$ cat src/rtl/uart_rx_ascii.sv
// uart_rx_ascii
//   8N1 UART receiver that presents each good byte as a held ASCII code for
//   the downstream 7-segment decoder.
//
// Ports
//   clk         system clock, rising edge
//   rst_n       asynchronous active-low reset
//   rx          asynchronous serial line, idle high
//   ascii_code  last correctly received byte, held between updates
//   ascii_valid one-cycle pulse in the cycle ascii_code takes a new value
//   frame_err   one-cycle pulse when the stop bit is sampled low
//   busy        high whenever the receiver is not idle
module uart_rx_ascii #(
    parameter int          CLKS_PER_BIT = 434,
    parameter logic [7:0]  RESET_CODE   = 8'h30
) (
    input  logic       clk,
    input  logic       rst_n,
    input  logic       rx,
    output logic [7:0] ascii_code,
    output logic       ascii_valid,
    output logic       frame_err,
    output logic       busy
);

    localparam int            CW   = $clog2(CLKS_PER_BIT);
    localparam logic [CW-1:0] HALF = CW'((CLKS_PER_BIT - 1) / 2);
    localparam logic [CW-1:0] LAST = CW'(CLKS_PER_BIT - 1);

    typedef enum logic [2:0] {
        IDLE,
        START,
        DATA,
        STOP,
        BRK
    } rxState_t;

    rxState_t      state, stateNext;
    logic          rxMeta, rxs;
    logic [CW-1:0] cnt, cntNext;
    logic [2:0]    bitIdx, bitIdxNext;
    logic [7:0]    shiftReg, shiftNext;
    logic [7:0]    codeNext;
    logic          validNext, errNext;

    // Two-flop synchroniser; resets to the idle (high) line level so a reset
    // never fabricates a start bit.
    always_ff @(posedge clk or negedge rst_n) begin
        if (!rst_n) begin
            rxMeta <= 1'b1;
            rxs    <= 1'b1;
        end else begin
            rxMeta <= rx;
            rxs    <= rxMeta;
        end
    end

    always_ff @(posedge clk or negedge rst_n) begin
        if (!rst_n) begin
            state       <= IDLE;
            cnt         <= '0;
            bitIdx      <= '0;
            shiftReg    <= '0;
            ascii_code  <= RESET_CODE;
            ascii_valid <= 1'b0;
            frame_err   <= 1'b0;
        end else begin
            state       <= stateNext;
            cnt         <= cntNext;
            bitIdx      <= bitIdxNext;
            shiftReg    <= shiftNext;
            ascii_code  <= codeNext;
            ascii_valid <= validNext;
            frame_err   <= errNext;
        end
    end

    always_comb begin
        stateNext  = state;
        cntNext    = cnt;
        bitIdxNext = bitIdx;
        shiftNext  = shiftReg;
        codeNext   = ascii_code;
        validNext  = 1'b0;
        errNext    = 1'b0;

        unique case (state)
            IDLE: begin
                if (!rxs) begin
                    stateNext = START;
                    cntNext   = '0;
                end
            end

            // Re-check the line half a bit in: a low that has gone away by
            // then was a glitch and is dropped silently.
            START: begin
                if (cnt == HALF) begin
                    cntNext    = '0;
                    bitIdxNext = '0;
                    stateNext  = rxs ? IDLE : DATA;
                end else begin
                    cntNext = cnt + CW'(1);
                end
            end

            // Counter is now phased to mid-bit; every full period lands on
            // the centre of the next data bit. Shifting in at the MSB leaves
            // the first (LSB) bit in bit 0 after eight samples.
            DATA: begin
                if (cnt == LAST) begin
                    cntNext   = '0;
                    shiftNext = {rxs, shiftReg[7:1]};
                    if (bitIdx == 3'd7) begin
                        stateNext = STOP;
                    end else begin
                        bitIdxNext = bitIdx + 3'd1;
                    end
                end else begin
                    cntNext = cnt + CW'(1);
                end
            end

            // Decision at mid-stop returns to IDLE half a bit early, which
            // leaves room to catch a back-to-back start edge.
            STOP: begin
                if (cnt == LAST) begin
                    cntNext = '0;
                    if (rxs) begin
                        codeNext  = shiftReg;
                        validNext = 1'b1;
                        stateNext = IDLE;
                    end else begin
                        errNext   = 1'b1;
                        stateNext = BRK;
                    end
                end else begin
                    cntNext = cnt + CW'(1);
                end
            end

            // Line held low after a bad stop bit (break); wait for it to
            // recover so the low level is never taken as a new start bit.
            BRK: begin
                if (rxs) begin
                    stateNext = IDLE;
                end
            end

            default: begin
                stateNext = IDLE;
            end
        endcase
    end

    assign busy = (state != IDLE);

endmodule

$ cat config.mk
export PLATFORM = sky130hd
export DESIGN_NAME = uart_rx_ascii
export DESIGN_NICKNAME = d
export VERILOG_FILES = /design/src/rtl/uart_rx_ascii.sv
export SDC_FILE = /design/constraint.sdc
export NUM_CORES = 1
export LEC_CHECK = 0
export ABC_CLOCK_PERIOD_IN_PS = 2200
export CELL_PAD_IN_SITES_DETAIL_PLACEMENT = 1
export CELL_PAD_IN_SITES_GLOBAL_PLACEMENT = 1
export CORE_MARGIN = 2
export CORE_UTILIZATION = 46
export DETAILED_ROUTE_END_ITERATION = 8
export HOLD_SLACK_MARGIN = 0.15
export PLACE_DENSITY_LB_ADDON = 0.3
export SLEW_MARGIN = 25
export SYNTH_ARGS = -nofsm -noshare
export SYNTH_HDL_FRONTEND = slang
export SYNTH_SLANG_ARGS = --single-unit
$ cat constraint.sdc
create_clock -name clk -period 2.2 [get_ports clk]
set_input_delay 0.22 -clock clk [delete_from_list [all_inputs] [get_ports clk]]
set_output_delay 0.22 -clock clk [all_outputs]
set_load 0.1 [all_outputs]
* After elaboration in Yosys (flattened, before gate mapping)
Cells that the tools add are included.
** Storage, ports and cells
- Flip-flop bits (word level) :: 35
- Output and inout port bits :: 11
** Operators by class
- $add $sub $neg :: 2
- Eq/ne operators :: 14
- Multiplexer cells :: 23
- Reduce and logical (&&, ||, !) cells :: 10
** Operators with widths (number)
- 3-bit two-way mux :: 10
- 9-bit two-way mux :: 3
- 9-bit one-hot mux with 3 select lines :: 1
- 3-bit one-hot mux with 5 select lines :: 1
- 2-bit != test (second input constant) :: 7
- 9-bit by 1-bit adder with 9-bit output (second input constant) :: 1
- 9-bit by 8-bit equality test with 1-bit output (second input constant) :: 1
- 9-bit equality test (second input constant) :: 1
- 3-bit by 2-bit equality test with 1-bit output (second input constant) :: 2
- 3-bit equality test (second input constant) :: 2
- 1-bit two-way mux :: 6
- 3-bit one-hot mux with 2 select lines :: 1
- 6-bit AND reduction :: 1
- 3-bit nonzero test :: 2
- 2-bit AND reduction :: 2
- 4-bit AND reduction :: 1
- 3-bit by 1-bit adder with 3-bit output (second input constant) :: 1
- 3-bit by 1-bit equality test with 1-bit output (second input constant) :: 1
- 3-bit zero test :: 1
- 3-bit AND reduction :: 1
- 2-bit two-way mux :: 1
- 2-bit nonzero test :: 1
- 2-bit OR reduction :: 1

* Depth between registers and ports, before layout
Gate-level depths: netlist of the first run.
- Depth after elaboration :: 4
- Depth in mapped cells :: 6

* Worst setup path after synthesis of the first run
No wires, ideal clock.
- Path kind :: reg2reg
- Start :: reg cnt[1]
- End :: reg ascii_code[0]
- Data arrival time :: 1.461 ns
- Required time :: 2.074 ns
- Setup slack :: 0.613 ns
- Stages on the path, launching flop included :: 7
- Cells stage by stage :: dfrtp_1 > inv_1 > ha_1 > and4bb_4 > and2_4 > nand4_4 > mux2_2
** Between the ends
- Cells in the longest elaborated chain, start to end :: 2
** Ends and longest elaborated chain
- from (decl) :: line 40 : logic [CW-1:0] cnt, cntNext;
- from (signal assigned) :: line 69 : cnt <= cntNext;
- 9-bit equality test :: line 127 : if (cnt == LAST) begin
- 3-bit AND reduction (no source line)
- to (signal assigned) :: line 72 : ascii_code <= codeNext;
- to (decl) :: line 20 : output logic [7:0] ascii_code,
Every way passes these cells.
A chain may end at the register's enable or synchronous reset.

* Worst setup path in the final report of the first run
- Start :: reg cnt[1]
- End :: reg bitIdx[2]
** Between the ends
- Cells in the longest elaborated chain, start to end :: 3
** Ends and longest elaborated chain
- 9-bit equality test or 9-bit by 8-bit equality test with 1-bit output (tied branches) :: line 111, 98
- 2-bit != test (no source line)
- 4-bit AND reduction (no source line) *
- to (signal assigned) :: line 70 : bitIdx <= bitIdxNext;
- to (decl) :: line 41 : logic [2:0] bitIdx, bitIdxNext;
Mark *: on every way between the ends. The rest lies on a longest branch, timed or not.

==> run summary, run 1 <==
cts repair resizes -> 0
reg2reg setup slack -> 0.37 ns
final setup fails -> 0
DIE AREA -> 0.00427 mm^2
maximum VDD drop -> 0.345 mV
Tot GR Track Use -> 0.187
DRC errors left -> 0
Seq/Total Area, Yosys -> 0.509
HP Class -> in2async
gr busiest metal -> met2
DIE WIDTH -> 65.4 um
biggest cell delay along the critical path -> 0.42 ns
post-route cell area -> 0.00196 mm^2
n_diodes -> 0
IO buf count -> 13
First-pass DRT Iterations -> 4
R2R cell count -> 6
FFs w/ async S/R, synth -> 1.00
Crit path max-delay family -> simple AND/OR/NAND/NOR gates
relative slew slack -> 0.677
ANT nets after route -> 0
routed via count -> 1164
PwrDens -> 579 mW/mm^2
H-Tree Depth -> 2
setup bufs post-CTS -> 0
Post-Place Cell Area -> 0.00187 mm^2
post-synthesis compound-gate area fraction -> 0.121
Routed WL -> 3.44 mm
die height -> 65.4 um
placer congestion estimate -> 0.851
Clk Latency, worst-skew pair -> 0.29 ns
xor and xnor fraction of the mapped netlist area -> 0
area growth from synthesis to layout -> 13.4%
largest family of logic cells by synthesized area -> simple AND/OR/NAND/NOR gates
CP max-delay cell -> dfrtp_1
Max clock buf depth -> 2
Worst R2R End -> bitIdx[2]
clk slew on worst S/H paths -> 0.06 ns
clock tree root driver cell -> clkbuf_8
post-synth top area cell -> dfrtp_1
wire per inst -> 16.3 um
total CTS buffers -> 5
DR vias/cell -> 5.52
Crit path buffers/inverters -> 1
Max Slew Vio Count -> 0
Adder-Cell Fraction of Synth Area -> 0.0361
Max Cap Violations -> 0
RSZ-0062 raised after global routing -> false
net count reported at finish -> 170
Avg Cell Area, Syn -> 11.9 um^2
Post-Syn Area -> 0.00173 mm^2
global-route congestion overflow total -> 0
TNS Setup -> 0 ns
most numerous cell in the Yosys netlist -> dfrtp_1
DP Wirelength -> 2.37 mm
Top Ports -> 14
global routing usage on met1 -> 0.230
Post-synth EDFFs -> 0
Max Fanout on Critical Path -> 9
Final Hold Fails -> 0
proportion of layout cells with a drive suffix above 1 -> 0.331
crit path DAT -> 2.04 ns
Rows -> 22
worst r2r src -> cnt[1]
grt met3 use -> 0.0565
Critical Path Start Type -> register
Most used DFF post-synth -> dfrtp_1
Util after Layout -> 0.540
Leak -> 0.914 nW
syn_nets -> 154
fin crit period -> 1.83 ns
core area -> 0.00363 mm^2
clock net sink count -> 35
Slew @ Worst Pin -> 0.484 ns
Starting Density -> 0.477
synth warn -> 0
Pwr Total -> 0.00114 W
mux share of post-synthesis cell area -> 0.121
synth unique cells -> 45
largest cells by area after synthesis -> dfrtp_1, mux2_2, dfstp_2
max frequency -> 545 MHz
clock skew -> 0.00796 ns
Worst Path Required -> 2.40 ns
vias in the first global route -> 1249
first-pass GRT wire length -> 5.98 mm
starting DRC count in detailed routing -> 58
largest net degree at the start of global routing -> 36
FF+latch count, synth -> 35
Yosys top cell area share -> 0.448
synth cell count leaders -> dfrtp_1, mux2_2, nand2_1
crit-path cells -> inv_1 -> ha_1 -> and4bb_4 -> nand4b_2 -> nor2_4 -> mux2i_1
CTS tree -> yes
initial antenna violation count -> 0
Critical Path Sink Type -> register
crit share post-route -> 0.834
Crit Path Category -> reg2reg
M2 GR Usage -> 0.302
hold buffer count at cts -> 0
Gate Count Post-Synth -> 146
status -> finished clean
Simple-Gate Fraction of Synth Area -> 0.178
[where the power goes]
group | internal, W | switching, W
clock network | 0.000252 | 0.000216
registers | 0.000647 | 0.00000331
logic | 0.00000498 | 0.0000133
[sequential cells by signal (all words and copies together), names as in the netlist]
signal and cells:
cnt 9, ascii_code 8, shiftReg 8, bitIdx 3, state 3, ascii_valid 1
frame_err 1, rxMeta 1, rxs 1
[metal layers]
metal  up-vias  share of wire
li1        559              -
met1       587           0.47
met2        14           0.48
met3         4          0.036
met4         0          0.015
met5         -              0
[cell type report]
type / count / area, um^2
fillers: 402 / 1670
flip-flops and latches: 35 / 881
multi-input cells: 99 / 791
repair buffers: 15 / 118
clock buffers: 7 / 86.3
well taps: 48 / 60.1
inverters: 6 / 22.5
clock inverters: 1 / 5.00
[metrics by stage]
step | instances | hold slack [ns] | setup WS (ns)
after floorplan | 146 | -0.0756 | 0.613
after global placement | 203 | 0.351 | 0.463
after detailed placement | 203 | 0.349 | 0.380
after CTS | 211 | 0.347 | 0.352
after global routing | 211 | 0.350 | 0.268
final | 211 | 0.349 | 0.365
[how the worst max path moves through the flow]
stage / start / to / slack, ns / cells past startpoint
floorplan: cnt[1] / ascii_code[0] / 0.61 / 6
global placement: cnt[1] / bitIdx[0] / 0.46 / 6
detailed placement: cnt[1] / bitIdx[2] / 0.38 / 6
CTS: cnt[1] / bitIdx[2] / 0.35 / 6
global route: cnt[1] / bitIdx[1] / 0.27 / 6
finish: cnt[1] / bitIdx[2] / 0.37 / 6
[logic make-up after synthesis]
kind of cell               Yosys count
and+or+nand+nor                     47
DFF                                 35
AOI/OAI and AO/OA                   28
muxes                               19
buffers and inverters               12
adders and majority gates            5
[layout by cell type, fill, tap and decap left out, types with 2 or more instances in the layout]
master	netlist	final
inv_1	6	6
ha_1	5	5
buf_4	1	13
o21ai_0	6	6
nor2_1	5	5
clkdlybuf4s50_1	0	2
clkbuf_8	0	6
a2111oi_0	2	2
a21oi_1	5	5
mux2i_1	3	3
mux2_2	16	16
nand3_1	5	5
nor3_1	3	3
nand2_1	14	14
nor2_4	2	2
dfrtp_1	31	31
o211ai_2	4	4
nand2b_1	2	2
o21ai_1	3	3
or3_1	2	2
dfstp_2	4	4
No activity file was read; power rests on OpenSTA's default activity.
==> run 2, diff against run 1 <==
- ABC_CLOCK_PERIOD_IN_PS: 2200 -> 1700
- clock period: 2.2 -> 1.7 ns (I/O delays scaled with it)
==> run 2 against run 1 <==
Net effect: the flow now finishes with violations (negative setup slack); sequential share of layout area is 4.6 points lower; clock skew down 0.0015 ns; sequential power increased by 30%; cell count grew 6.2%; largest cell class unchanged.
==> run summary, run 2 (synthesis gave the netlist of run 1 again) <==
most flop-heavy register -> cnt
maximum VDD drop -> 0.437 mV
Critical Path Sink Type -> register
crit share post-route -> 1.00
relative slew slack -> 0.605
status -> complete, but fails checks
Worst R2R End -> ascii_code[7]
R2R cell count -> 6
global-route congestion overflow total -> 0
DP Wirelength -> 3.06 mm
CTS tree -> yes
Crit Path Category -> reg2reg
area occupied by multi-input gates -> 885 um^2
register area -> 885 um^2
Clk Latency, worst-skew pair -> 0.29 ns
reg2reg setup slack -> -0.002 ns
Util after Layout -> 0.604
routed via count -> 1267
Max Slew Vio Count -> 0
violated checks -> negative setup slack
Pwr Total -> 0.00146 W
clock net sink count -> 35
RSZ-0062 raised after global routing -> true
IO buf count -> 13
total CTS buffers -> 5
Max Fanout on Critical Path -> 5
HP Class -> in2reg
ANT nets after route -> 0
DIE AREA -> 0.00427 mm^2
max frequency -> 588 MHz
clock skew -> 0.00644 ns
First-pass DRT Iterations -> 4
Tot GR Track Use -> 0.220
placer congestion estimate -> 0.829
PwrDens -> 664 mW/mm^2
core area -> 0.00363 mm^2
Slew @ Worst Pin -> 0.578 ns
n_diodes -> 0
pre-CTS setup slack -> -0.0471 ns
Routed WL -> 4.39 mm
biggest regs -> cnt: 9 flops, ascii_code: 8 flops, shiftReg: 8 flops
DRC errors left -> 0
Max clock buf depth -> 2
TNS Setup -> -0.00155 ns
final setup fails -> 1
WHS -> 0.284 ns
Worst Path Required -> 1.88 ns
Leak -> 1.01 nW
fin crit period -> 1.70 ns
Rows -> 22
worst setup margin -> -0.00155 ns
leading cell type in the layout, fill and taps excluded -> dfrtp_1
max FFs per register -> 9
initial antenna violation count -> 0
crit path DAT -> 1.88 ns
# fillers -> 388
Final Hold Fails -> 0
largest net degree at the start of global routing -> 36
H-Tree Depth -> 2
clk slew on worst S/H paths -> 0.07 ns
Critical Path Start Type -> register
proportion of layout cells with a drive suffix above 1 -> 0.449
Top Ports -> 14
vias in the first global route -> 1283
clock tree root driver cell -> clkbuf_8
wire per inst -> 19.6 um
area growth from synthesis to layout -> 26.7%
DIE WIDTH -> 65.4 um
worst r2r src -> cnt[1]
DR vias/cell -> 5.66
net count reported at finish -> 183
die height -> 65.4 um
first-pass GRT wire length -> 6.82 mm
Max Cap Violations -> 0
Critical Path End -> ascii_code[7]
starting DRC count in detailed routing -> 66
Starting Density -> 0.477
most frequent cells in the layout -> dfrtp_1, buf_4, mux2_2
crit path from -> cnt[1]
[run 2: changes by cell type in the layout (fill, tap and decap cells not counted), sizes merged]
| cell | change |
|---|---|
| buf | +12 |
| nand4 | +1 |
| clkbuf | -1 |
| clkinvlp | +1 |
[run 2: worst max-delay path, cell delays in order (launching register included)]
cell,delay (ns)
dfrtp_1,0.39
inv_2,0.09
ha_1,0.15
and4bb_4,0.29
and2_4,0.20
nand4_4,0.13
mux2_2,0.32
[run 2: what timing repair did]
| item | 4_1_cts | 5_1_grt |
|---|---|---|
| gates resized for setup | 3 | 17 |
| pin swaps | 1 | 11 |
| buffers inserted | 0 | 3 |
| cloned | 0 | 1 |
| hold buffers | 0 | 0 |
| endpoints found under the setup margin | 6 | 21 |
[run 2: worst min path at each step]
stage / startpoint / to / slack (ns) / cells past startpoint
after CTS: rx / rxMeta / 0.28 / 1
after floorplan: rst_n / ascii_code[0] / -0.13 / 0
after global routing: rx / rxMeta / 0.27 / 1
after detailed placement: rxMeta / rxs / 0.35 / 0
final: rx / rxMeta / 0.28 / 1
after global placement: rxMeta / rxs / 0.35 / 0
[run 2: cell type report]
type | instances | area share
clock inverter | 2 | 0.00570
multi-input combinational | 100 | 0.403
sequential | 35 | 0.403
clock buffer | 6 | 0.0331
timing repair buffer | 27 | 0.117
inverter | 6 | 0.0103
tap | 48 | 0.0274
[run 2: routing by layer]
metal  share of wire  vias to the layer above  track usage
met2            0.53                       28        0.367
li1                -                      588            -
met1            0.43                      644        0.278
met5               0                        -            0
met3           0.032                        7       0.0634
met4           0.013                        0       0.0625
[run 2: power by group]
| group | internal [W] | leakage [nW] | total, W | switching (W) |
|---|---|---|---|---|
| sequential | 0.000837 | 0.458 | 0.000843 | 0.00000557 |
| combinational | 0.00000659 | 0.510 | 0.0000239 | 0.0000173 |
| clock | 0.000286 | 0.0412 | 0.000591 | 0.000305 |
[run 2: stage by stage]
step / area [um^2] / instances
2_1_floorplan: 1730 / 146
3_3_place_gp: 1990 / 214
3_5_place_dp: 1990 / 214
4_1_cts: 2090 / 222
5_1_grt: 2190 / 224
6_report: 2190 / 224
